===== config.mk =====
export PLATFORM = sky130hd
export DESIGN_NAME = rr_mux_arbiter
export DESIGN_NICKNAME = d
export VERILOG_FILES = /design/src/rtl/rr_mux_arbiter.sv
export SDC_FILE = /design/constraint.sdc
export NUM_CORES = 1
export LEC_CHECK = 0
export ABC_AREA = 1
export CORE_MARGIN = 2
export CORE_UTILIZATION = 55
export CTS_CLUSTER_DIAMETER = 50
export DETAILED_ROUTE_END_ITERATION = 16
export DONT_BUFFER_PORTS = 1
export GPL_TIMING_DRIVEN = 0
export PLACE_DENSITY = 0.7
export SYNTH_ARGS = -nofsm -noshare
export SYNTH_HDL_FRONTEND = slang
export SYNTH_SLANG_ARGS = --single-unit
export TNS_END_PERCENT = 1

===== constraint.sdc =====
create_clock -name clk -period 1.9 [get_ports clk]
set_clock_uncertainty 0.1 [all_clocks]
set_input_delay 0.38 -clock clk [delete_from_list [all_inputs] [get_ports clk]]
set_output_delay 0.38 -clock clk [all_outputs]
set_load 0.005 [all_outputs]

===== src/rtl/rr_mux_arbiter.sv =====
// Round-robin arbiter/sequencer for a shared N:1 data mux; holds a grant for up to MAX_HOLD accepted beats.
// Latency: req -> gnt/sel one cycle; one idle bubble cycle between consecutive grants.
// Backpressure: out_ready low stalls indefinitely in BUSY; the grant persists while req[sel] stays high.
//
// Ports:
//   clk, rst_n        rising-edge clock, asynchronous active-low reset
//   req[N]            per-requester request, held high while the requester has data
//   din[N*W]          packed requester data, requester k at [k*W +: W]
//   gnt[N], sel[SW]   registered one-hot grant / binary select of the granted requester
//   out_valid/out_data/out_ready  valid/ready output channel fed through the mux
//   ack[N]            one-cycle pulse on bit sel for every accepted beat

module rr_mux_arbiter #(
  parameter  int N        = 4,
  parameter  int W        = 8,
  parameter  int MAX_HOLD = 4,
  localparam int SW       = (N > 1) ? $clog2(N) : 1
) (
  input  logic           clk,
  input  logic           rst_n,
  input  logic [N-1:0]   req,
  input  logic [N*W-1:0] din,
  output logic [N-1:0]   gnt,
  output logic [SW-1:0]  sel,
  output logic           out_valid,
  output logic [W-1:0]   out_data,
  input  logic           out_ready,
  output logic [N-1:0]   ack
);

  // Beat counter wide enough for MAX_HOLD up to 255.
  localparam int CW = 8;

  typedef enum logic {
    ST_IDLE = 1'b0,
    ST_BUSY = 1'b1
  } state_t;

  state_t          r_state;
  logic [N-1:0]    r_gnt;
  logic [SW-1:0]   r_sel;
  logic [SW-1:0]   r_ptr;
  logic [CW-1:0]   r_beat_cnt;

  logic [W-1:0]    w_din_arr [N];
  logic            w_found;
  logic [SW-1:0]   w_win;
  logic [N-1:0]    w_win_onehot;
  logic [SW:0]     w_sum;
  logic            w_sel_req;
  logic            w_accept;
  logic            w_last_beat;
  logic [SW-1:0]   w_ptr_next;

  // Unpack the flat data bus so the mux is a plain array index.
  always_comb begin
    for (int k = 0; k < N; k++) begin
      w_din_arr[k] = din[k*W +: W];
    end
  end

  // Round-robin search: first set req bit at or after r_ptr, wrapping modulo N.
  // The sum is one bit wider than the pointer so ptr+i never overflows before the wrap.
  always_comb begin
    w_found = 1'b0;
    w_win   = '0;
    w_sum   = '0;
    for (int i = 0; i < N; i++) begin
      w_sum = {1'b0, r_ptr} + (SW+1)'(i);
      if (w_sum >= (SW+1)'(N)) begin
        w_sum = w_sum - (SW+1)'(N);
      end
      if (!w_found && req[w_sum[SW-1:0]]) begin
        w_found = 1'b1;
        w_win   = w_sum[SW-1:0];
      end
    end
  end

  assign w_win_onehot = {{(N-1){1'b0}}, 1'b1} << w_win;

  // Output channel is only live while a grant is held.
  assign w_sel_req   = req[r_sel];
  assign out_valid   = (r_state == ST_BUSY) && w_sel_req;
  assign w_accept    = out_valid && out_ready;
  assign w_last_beat = (r_beat_cnt == CW'(MAX_HOLD - 1));
  assign out_data    = w_din_arr[r_sel];

  // In BUSY the grant is one-hot on sel, so it doubles as the ack mask.
  assign ack         = w_accept ? r_gnt : '0;

  assign w_ptr_next  = (r_sel == SW'(N - 1)) ? '0 : r_sel + SW'(1);

  assign gnt = r_gnt;
  assign sel = r_sel;

  always_ff @(posedge clk or negedge rst_n) begin
    if (!rst_n) begin
      r_state    <= ST_IDLE;
      r_gnt      <= '0;
      r_sel      <= '0;
      r_ptr      <= '0;
      r_beat_cnt <= '0;
    end else begin
      case (r_state)
        ST_IDLE: begin
          if (w_found) begin
            r_state    <= ST_BUSY;
            r_gnt      <= w_win_onehot;
            r_sel      <= w_win;
            r_beat_cnt <= '0;
          end
        end
        ST_BUSY: begin
          // Leave on requester drop or on the final allowed beat; the IDLE cycle
          // that follows is the mandatory bubble between grants.
          if (!w_sel_req || (w_accept && w_last_beat)) begin
            r_state    <= ST_IDLE;
            r_gnt      <= '0;
            r_ptr      <= w_ptr_next;
            r_beat_cnt <= '0;
          end else if (w_accept && (r_beat_cnt != CW'(MAX_HOLD))) begin
            r_beat_cnt <= r_beat_cnt + CW'(1);
          end
        end
        default: begin
          r_state <= ST_IDLE;
          r_gnt   <= '0;
        end
      endcase
    end
  end

endmodule


---- Word-level counts from Yosys, hierarchy flattened ----
Cells that the tools add are included.
word-level totals
  output and inout port bits .............. 19
  flip-flop bits (word level) ............. 17
  logic and storage cells ................. 86
operators by class
  shift operators ......................... 1
  muxes and demuxes ....................... 37
  reductions and logical operators ........ 16
  bitwise gates (word level) .............. 2
  equal/unequal tests ..................... 6
  order comparisons ....................... 10
  add/sub/neg operators ................... 9
operators by type and width
  cell                   number
  $mux W8                5
  $mux W2                9
  $bmux W8 S2            1
  $pmux W8 S2            1
  $lt A2 B3 Y1 const B   5
  $ge A3 B3 Y1 const B   4
  $mux W4                3
  $mux W1                11
  $bmux W1 S2            5
  $add A8 B1 Y8 const B  1
  $eq A8 B2 Y1 const B   1
  $ne A8 B3 Y1 const B   1
  $pmux W4 S2            1
  $reduce_and A2 Y1      4
  $sub A2 B1 Y2 const B  4
  $logic_and A1 B1 Y1    7
  $add A2 B2 Y3 const B  2
  $logic_not A1 Y1       4
  $shl A1 B2 Y4 const A  1
  $add A2 B1 Y3 const B  1
  $ge A2 B3 Y1 const B   1
  $ne A3 B1 Y1 const B   1
  $not A2 Y3             1
  $add A2 B1 Y2 const B  1
  6 further kinds        6

---- Depth between registers and ports, before layout ----
Gate-level depths: netlist of run 1.
  word-level depth ........................ 17
  mapped depth ............................ 13
  gate-level depth less buffers ........... 12

---- Least setup slack after synthesis of run 1 ----
Ideal clock, no wire load.
  path kind ............................... flip-flop to output port
  start ................................... register r_sel[1] (netlist: sel[1])
  end ..................................... output port ack[0]
  data arrival time ....................... 1.150 ns
  data required time ...................... 1.420 ns
  buffers on the path ..................... 1
  slack ................................... 0.270 ns
  cell stages (with the launch flop) ...... 10
  path through ............................ dfrtp_1 > buf_2 > inv_2 > nand3_2 > nand2_2 > nor2_4 > inv_2 > nor2_1 > inv_1 > nor2_1
on the way
  cells in the longest elaborated chain, start to end .. 5
RTL lines
  item                           RTL line  source
  start, declared                41        logic [SW-1:0] r_sel;
  start signal, assigned         110       r_sel <= w_win;
  $bmux W1 S2                    83        assign w_sel_req = req[r_sel];
  $mux W1 (not written as such)  83
  $logic_and A1 B1 Y1            84        assign out_valid = (r_state == ST_BUSY) && w_sel_req;
  via out_valid                  25        output logic out_valid,
  $logic_and A1 B1 Y1            85        assign w_accept = out_valid && out_ready;
  $mux W4                        90        assign ack = w_accept ? r_gnt : '0;
  end, declared                  28        output logic [N-1:0] ack
The timed path passes the listed nets, and every way through them passes these cells. The select of a mux whose other input is x is not followed.

---- Worst setup path after layout of run 1 ----
  start ................................... register r_sel[0] (netlist: sel[0])
  end ..................................... output port ack[3]
The elaborated chain is that of the path after synthesis.

==> results_tabular.tex, run 1 <==
\begin{tabular}{lr}
\hline
Metric & Value \\
\hline
\multicolumn{2}{l}{\textbf{Final layout}} \\
Inserted Diodes & 0 \\
Layout Utilization & 0.6607 \\
Ratio of cells with drive above 1 in the final layout & 0.2920 \\
Area growth, synth to finish & 15.22\% \\
Final layout net count & $\sim$290 \\
\multicolumn{2}{l}{\textbf{Critical path}} \\
Maximum fanout along the worst path & 5 \\
Startpoint type of the worst setup path & flip-flop \\
Endpoint kind of the worst setup timing path & output pin \\
Reg-to-reg critical path endpoint & r\_beat\_cnt[1] \\
Start point of the critical path & sel[0] \\
WS Path Type & flip-flop to output pin \\
Register-to-register setup slack & -0.03 ns \\
Origin of the critical flop-to-flop path & sel[0] \\
CP Data Required Time & around 1.4 ns \\
Data arrival time of the critical path & $\sim$1.6 ns \\
Critical Path End & ack[3] \\
Path depth of the worst reg2reg path & 13 \\
\multicolumn{2}{l}{\textbf{Yosys}} \\
Top post-synthesis cells by count & nand2\_1 (57), nor2\_1 (36), inv\_1 (21), o21ai\_0 (21), nand2\_2 (19) \\
Mapped Area & 1554 um\^{}2 \\
Synthesized flop and latch total & 17 \\
Cells after Synth & around 240 \\
Yosys warning total & 0 \\
Yosys cell types & 29 \\
Avg Inst Size Synth & roughly 6.6 um\^{}2 \\
Share of the synthesized area in the top cell type & 0.2738 \\
Number of synthesized flops with an enable pin & 0 \\
Fraction of synthesis flops using an asynchronous set or reset pin & 1.000 \\
Post-synth top area cell & dfrtp\_1 \\
Proportion of synthesized chip area in sequential cells & 0.2738 \\
Top cells by area in the synthesized netlist & dfrtp\_1 (27\%), nand2\_1 (14\%), nor2\_1 (8.7\%) \\
Synth Flop Type & dfrtp\_1 \\
Cell with the most instances after synthesis & nand2\_1 \\
Post-synthesis net count & 279 \\
\multicolumn{2}{l}{\textbf{Clocking}} \\
Clock root cell & clkbuf\_4 \\
TritonCTS Sinks & 17 \\
Clock-pin slew of the registers on the worst-case setup and hold paths & roughly 0.090 ns \\
Clock Latency Late Sink & $\sim$0.29 ns \\
Largest buffer count on any clock path & 2 \\
Number of buffers created by CTS & 3 \\
Maximum level of the CTS H-tree & 1 \\
CTS tree & done \\
\multicolumn{2}{l}{\textbf{Detailed routing}} \\
Residual antenna-violating net count after detailed routing & 0 \\
DRC & 0 \\
WL final & about 3700 um \\
DRT Pass-1 Iters & 4 \\
Initial drt markers & between 50 and 60 \\
Via density per instance & 5.523 \\
Total number of vias & 1,552 \\
Wire length per cell & between 10 and 15 um \\
\multicolumn{2}{l}{\textbf{STA}} \\
Slew Limit Headroom & 0.4808 \\
Number of hold-slack violations in the final timing report & 0 \\
Min Tclk post-route & 2.097 ns \\
Maximum frequency from static timing analysis & around 480 MHz \\
Crit share post-route & 1.103 \\
Pins Over Slew Limit & 0 \\
Setup repair after global routing missed its margin & true \\
Setup ws final & -0.1966 ns \\
Endpoints failing setup & 18 \\
Setup TNS & -1.010 ns \\
Pin slew with the least headroom to its limit & 0.7762 ns \\
\multicolumn{2}{l}{\textbf{Place}} \\
Weighted congestion at the end of routability-driven global placement & approximately 0.86 \\
Half-perimeter wire length after detailed placement & about 2700 um \\
Port buffer count & 0 \\
\multicolumn{2}{l}{\textbf{GRT}} \\
Total global routing overflow & 0 \\
Vias in the first global route & roughly 1,400 \\
Number of antenna violations at the first check in global routing & 0 \\
Largest net degree at the start of global routing & 18 \\
Aggregate global-route resource usage & 0.2189 \\
Wire length of the first global-routing pass & about 6000 um \\
\multicolumn{2}{l}{\textbf{Die}} \\
Die width & between 50 and 60 um \\
Core Box Area & between 2000 and 3000 um\^{}2 \\
Starting density of the core & 0.5734 \\
Total number of placement rows & 19 \\
Top-Level Pins & between 50 and 60 \\
Die area & between 3000 and 4000 um\^{}2 \\
Die Height & between 50 and 60 um \\
\multicolumn{2}{l}{\textbf{Job}} \\
Max-cap viol count & 0 \\
\multicolumn{2}{l}{\textbf{Power and ir drop}} \\
Lkg Pwr & around 0.00084 uW \\
Peak ir drop on the vdd network & around 1.3 mV \\
Pwr per Cell Area & 1642 nW/um\^{}2 \\
\multicolumn{2}{l}{\textbf{Outcome}} \\
Violated checks & setup timing \\
Run status & complete, but fails checks \\
\multicolumn{2}{l}{\textbf{Min path}} \\
Hold WC Path Type & primary input to flip-flop \\
\hline
\end{tabular}
[repair_timing]
| item | CTS | global route |
|---|---|---|
| endpoints found under the hold margin | 17 | 0 |
| pin swaps | 0 | 6 |
| hold buffers | 1 | 0 |
| gates resized for setup | 13 | 30 |
| setup buffers | 3 | 5 |
| setup endpoints to repair | 12 | 22 |
[report_power, final]
part / internal, uW / switching [uW]
clock: 81.7 / 117
sequential: 459 / 117
combinational: 817 / 1350
[logic make-up after synthesis]
| family | after synthesis | synth area share |
|---|---|---|
| buffers and inverters | 34 | 0.1007 |
| and+or+nand+nor | 138 | 0.4155 |
| adders and majority gates | 3 | 0.02416 |
| AOI/OAI and AO/OA | 41 | 0.1634 |
| DFF | 17 | 0.2738 |
| xor gates and xnor gates | 4 | 0.02255 |
[worst min-delay path by stage]
stage / from / endpoint / slack (ns) / depth (start not counted)
finish: out_ready / r_state / 0.17 / 3
global route: out_ready / r_state / 0.18 / 3
CTS: out_ready / r_state / 0.16 / 3
detailed placement: rst_n / r_beat_cnt[6] / -0.02 / 0
global placement: rst_n / r_beat_cnt[6] / -0.02 / 0
floorplan: rst_n / gnt[0] / -0.02 / 0
[cell type report]
class / count / area [um^2]
plain buffers: 6 / 65.06
clock buffers: 4 / 26.28
fillers: 252 / 919.6
inverters: 28 / 115.1
multi-input cells: 186 / 1049
flip-flops and latches: 17 / 426.7
well taps: 31 / 38.79
repair buffers: 9 / 70.07
[through the flow]
step | std cells | cell area, um^2 | worst slack, ns | power [uW] | hold slack [ns]
floorplan | 237 | 1554 | 0.2698 | 2073 | -0.01559
global placement | 268 | 1593 | 0.04381 | 2336 | -0.01525
detailed placement | 268 | 1593 | 0.006233 | 2396 | -0.01521
CTS | 276 | 1680 | -0.1487 | 2710 | 0.1613
global route | 281 | 1790 | -0.2794 | 3216 | 0.1764
finish | 281 | 1790 | -0.1966 | 2939 | 0.1678
[critical path: stages (launching register included)]
cell and delay (ns):
dfrtp_2 0.48, inv_4 0.11, nand2_2 0.07, nand3_2 0.09
nand2_4 0.07, nor2_4 0.14, inv_2 0.07, nor2_4 0.12
inv_4 0.06, nor2_4 0.11
[layout by cell type (no fill, tap or decap), types with 2 or more instances in the layout]
master	n
nand2_4	4
nor2_2	8
nand2_1	55
nor3_1	2
nand3_2	3
o21ai_2	7
o22ai_1	8
inv_4	2
o21ai_0	14
dfrtp_1	16
nor2_1	26
a31oi_1	2
nand3_1	11
nand3b_1	5
inv_2	5
xnor2_1	3
inv_1	20
nor2_4	5
nand2_2	18
buf_6	2
o21ai_1	7
buf_4	10
ha_1	3
clkbuf_4	4
[state kept, by name, indices dropped and copies added (netlist names)]
name	flops
r_state	1
gnt	4
r_beat_cnt	8
sel	2
r_ptr	2
[routing by layer]
layer,up-vias,track usage,share of wire
li1,783,-,-
met1,719,0.2841,0.44
met2,44,0.3727,0.50
met3,6,0.05215,0.054
met4,0,0.04651,0.0092
met5,-,0,0
(Power assumes the default switching activity.)
==> inputs of run 2 (changes only) <==
==> constraint.sdc (replaced) <==
create_clock -name clk -period 2.7 [get_ports clk]
set_clock_uncertainty 0.1 [all_clocks]
set_input_delay 0.54 -clock clk [delete_from_list [all_inputs] [get_ports clk]]
set_output_delay 0.54 -clock clk [all_outputs]
set_load 0.005 [all_outputs]
==> run 2 against run 1 <==
The run now ends clean. Register-to-register slack improved by 0.85 ns. Combinational power fell by 40%. Via count shrank 2.2%. Sequential power fell by 31%.
==> results_tabular.tex, run 2 (same netlist as run 1, synthesis figures left out) <==
\begin{tabular}{lr}
\hline
Metric & Value \\
\hline
\multicolumn{2}{l}{\textbf{Final layout}} \\
Register containing the most flip-flops in the final layout & r\_beat\_cnt \\
Multi-input logic area & roughly 1000 um\^{}2 \\
Area growth, synth to finish & 4.831\% \\
Cell Count, Final, Fillers Out & approximately 270 \\
Inserted Diodes & 0 \\
Commonest non-fill, non-tap cells in the layout & nand2\_1 (57), nor2\_1 (36), inv\_1 (21), o21ai\_0 (21), nand2\_2 (19) \\
Ratio of cells with drive above 1 in the final layout & 0.1942 \\
Final layout net count & 285 \\
Most frequent standard cell in the layout excluding fill and tap cells & nand2\_1 \\
Final Instance Area & 1629 um\^{}2 \\
Max reg flops & 8 \\
Sequential cell area & around 430 um\^{}2 \\
Final-layout fill cell count & roughly 270 \\
\multicolumn{2}{l}{\textbf{Die}} \\
Die area & $\sim$3300 um\^{}2 \\
Top-Level Pins & 58 \\
Die Height & 57.16 um \\
Core Box Area & roughly 2700 um\^{}2 \\
Die width & approximately 57 um \\
Starting density of the core & 0.5734 \\
Total number of placement rows & 19 \\
\multicolumn{2}{l}{\textbf{Clocking}} \\
Clock Latency Late Sink & between 0.2 and 0.3 ns \\
TritonCTS Sinks & 17 \\
CTS tree & done \\
Number of buffers created by CTS & 3 \\
Largest buffer count on any clock path & 2 \\
Maximum level of the CTS H-tree & 1 \\
Clock-pin slew of the registers on the worst-case setup and hold paths & roughly 0.090 ns \\
Setup Fix Bufs, Post-CTS & 0 \\
Clock root cell & clkbuf\_4 \\
\multicolumn{2}{l}{\textbf{Power and ir drop}} \\
Pwr per Cell Area & between 1000 and 1500 nW/um\^{}2 \\
PnR Total Power & 1826 uW \\
Lkg Pwr & between 0.0007 and 0.0008 uW \\
Peak ir drop on the vdd network & 0.7895 mV \\
\multicolumn{2}{l}{\textbf{STA}} \\
Endpoints failing setup & 0 \\
Setup repair after global routing missed its margin & false \\
Min Tclk post-route & roughly 2.4 ns \\
Setup TNS & 0 ns \\
Pins Over Slew Limit & 0 \\
Slew Limit Headroom & 0.4809 \\
Maximum frequency from static timing analysis & around 420 MHz \\
Pin slew with the least headroom to its limit & 0.7761 ns \\
Crit share post-route & 0.8785 \\
WHS & $\sim$0.33 ns \\
Number of hold-slack violations in the final timing report & 0 \\
\multicolumn{2}{l}{\textbf{Critical path}} \\
Start point of the critical path & sel[1] \\
Endpoint kind of the worst setup timing path & output pin \\
Reg-to-reg critical path endpoint & r\_beat\_cnt[1] \\
CP Data Required Time & 2.06 ns \\
Path depth of the worst reg2reg path & 12 \\
Critical Path End & ack[3] \\
Maximum fanout along the worst path & 10 \\
Data arrival time of the critical path & about 1.7 ns \\
Register-to-register setup slack & slightly above 0.8 ns \\
Origin of the critical flop-to-flop path & sel[1] \\
Startpoint type of the worst setup path & flip-flop \\
WS Path Type & flip-flop to output pin \\
\multicolumn{2}{l}{\textbf{GRT}} \\
Total global routing overflow & 0 \\
Vias in the first global route & around 1,400 \\
Largest net degree at the start of global routing & 18 \\
Wire length of the first global-routing pass & about 5700 um \\
Number of antenna violations at the first check in global routing & 0 \\
Aggregate global-route resource usage & 0.2146 \\
\multicolumn{2}{l}{\textbf{Place}} \\
Weighted congestion at the end of routability-driven global placement & about 0.86 \\
Placed cell count & 268 \\
Placement-stage cell area & 1593 um\^{}2 \\
Port buffer count & 0 \\
Half-perimeter wire length after detailed placement & 2679 um \\
\multicolumn{2}{l}{\textbf{Detailed routing}} \\
Initial drt markers & 58 \\
Wire length per cell & about 12 um \\
WL final & approximately 3400 um \\
DRT Pass-1 Iters & 4 \\
Via density per instance & 5.560 \\
Total number of vias & roughly 1,500 \\
Residual antenna-violating net count after detailed routing & 0 \\
DRC & 0 \\
\multicolumn{2}{l}{\textbf{Min path}} \\
Number of cells on the worst hold path & 3 \\
Hold WC Path Type & primary input to flip-flop \\
Hold path start & out\_ready \\
\multicolumn{2}{l}{\textbf{Job}} \\
Max-cap viol count & 0 \\
\multicolumn{2}{l}{\textbf{Outcome}} \\
Run status & complete, no violations \\
\hline
\end{tabular}
[run 2: cell types whose count changed in the layout (fill, tap and decap cells not counted), sizes merged]
| cell | delta |
|---|---|
| buf | -9 |
| clkbuf | +1 |
[run 2: cell type report]
type	instances	share of cell area
buffer	6	0.03149
timing repair buffer	1	0.006144
inverter	28	0.06452
tap	31	0.02381
sequential	17	0.2611
multi-input combinational	186	0.5968
clock buffer	4	0.01613
[run 2: power by group]
part           internal, uW  switching, uW
sequential              322           77.9
clock                  57.4           80.2
combinational           442            847
[run 2: worst min-delay path by stage]
stage / to / slack, ns
floorplan: gnt[0] / 0.14
global placement: r_beat_cnt[6] / 0.14
CTS: r_state / 0.32
detailed placement: r_beat_cnt[6] / 0.14
finish: r_state / 0.33
global route: r_state / 0.34
[run 2: repair_timing]
| action | in CTS | in global routing |
|---|---|---|
| gates resized for setup | 0 | 0 |
| hold endpoints to repair | 17 | 0 |
| setup endpoints to repair | 0 | 0 |
| hold buffers | 1 | 0 |
[run 2: metal layers]
metal  up-vias  global-route usage  share of wire
li1        767                   -              -
met1       705              0.2798           0.44
met2        44              0.3695           0.49
met3         2             0.04989          0.066
met4         0             0.03654         0.0026
met5         -                   0              0
[run 2: worst max-delay path, stage by stage, from the launching register on]
cell	delay (ns)
dfrtp_1	0.41
buf_2	0.22
inv_2	0.12
nand3_2	0.10
nand2_2	0.08
nor2_4	0.13
inv_2	0.06
nor2_1	0.09
inv_1	0.08
nor2_1	0.14
[run 2: metrics by stage]
step | utilization | setup slack (ns)
2_1_floorplan | - | 0.9098
5_1_grt | 0.6011 | 0.1670
3_3_place_gp | 0.5877 | 0.6838
6_report | 0.6011 | 0.3281
4_1_cts | 0.6011 | 0.3231
3_5_place_dp | 0.5877 | 0.6462
==> inputs of run 3 (changes only) <==
--- a/config.mk
+++ b/config.mk
@@ -13,6 +13,7 @@
 export DONT_BUFFER_PORTS = 1
 export GPL_TIMING_DRIVEN = 0
 export PLACE_DENSITY = 0.7
+export SETUP_SLACK_MARGIN = 0.15
 export SYNTH_ARGS = -nofsm -noshare
 export SYNTH_HDL_FRONTEND = slang
 export SYNTH_SLANG_ARGS = --single-unit
==> results of run 3 <==
The final DEF is identical to that of run 2; final timing and power are the same.
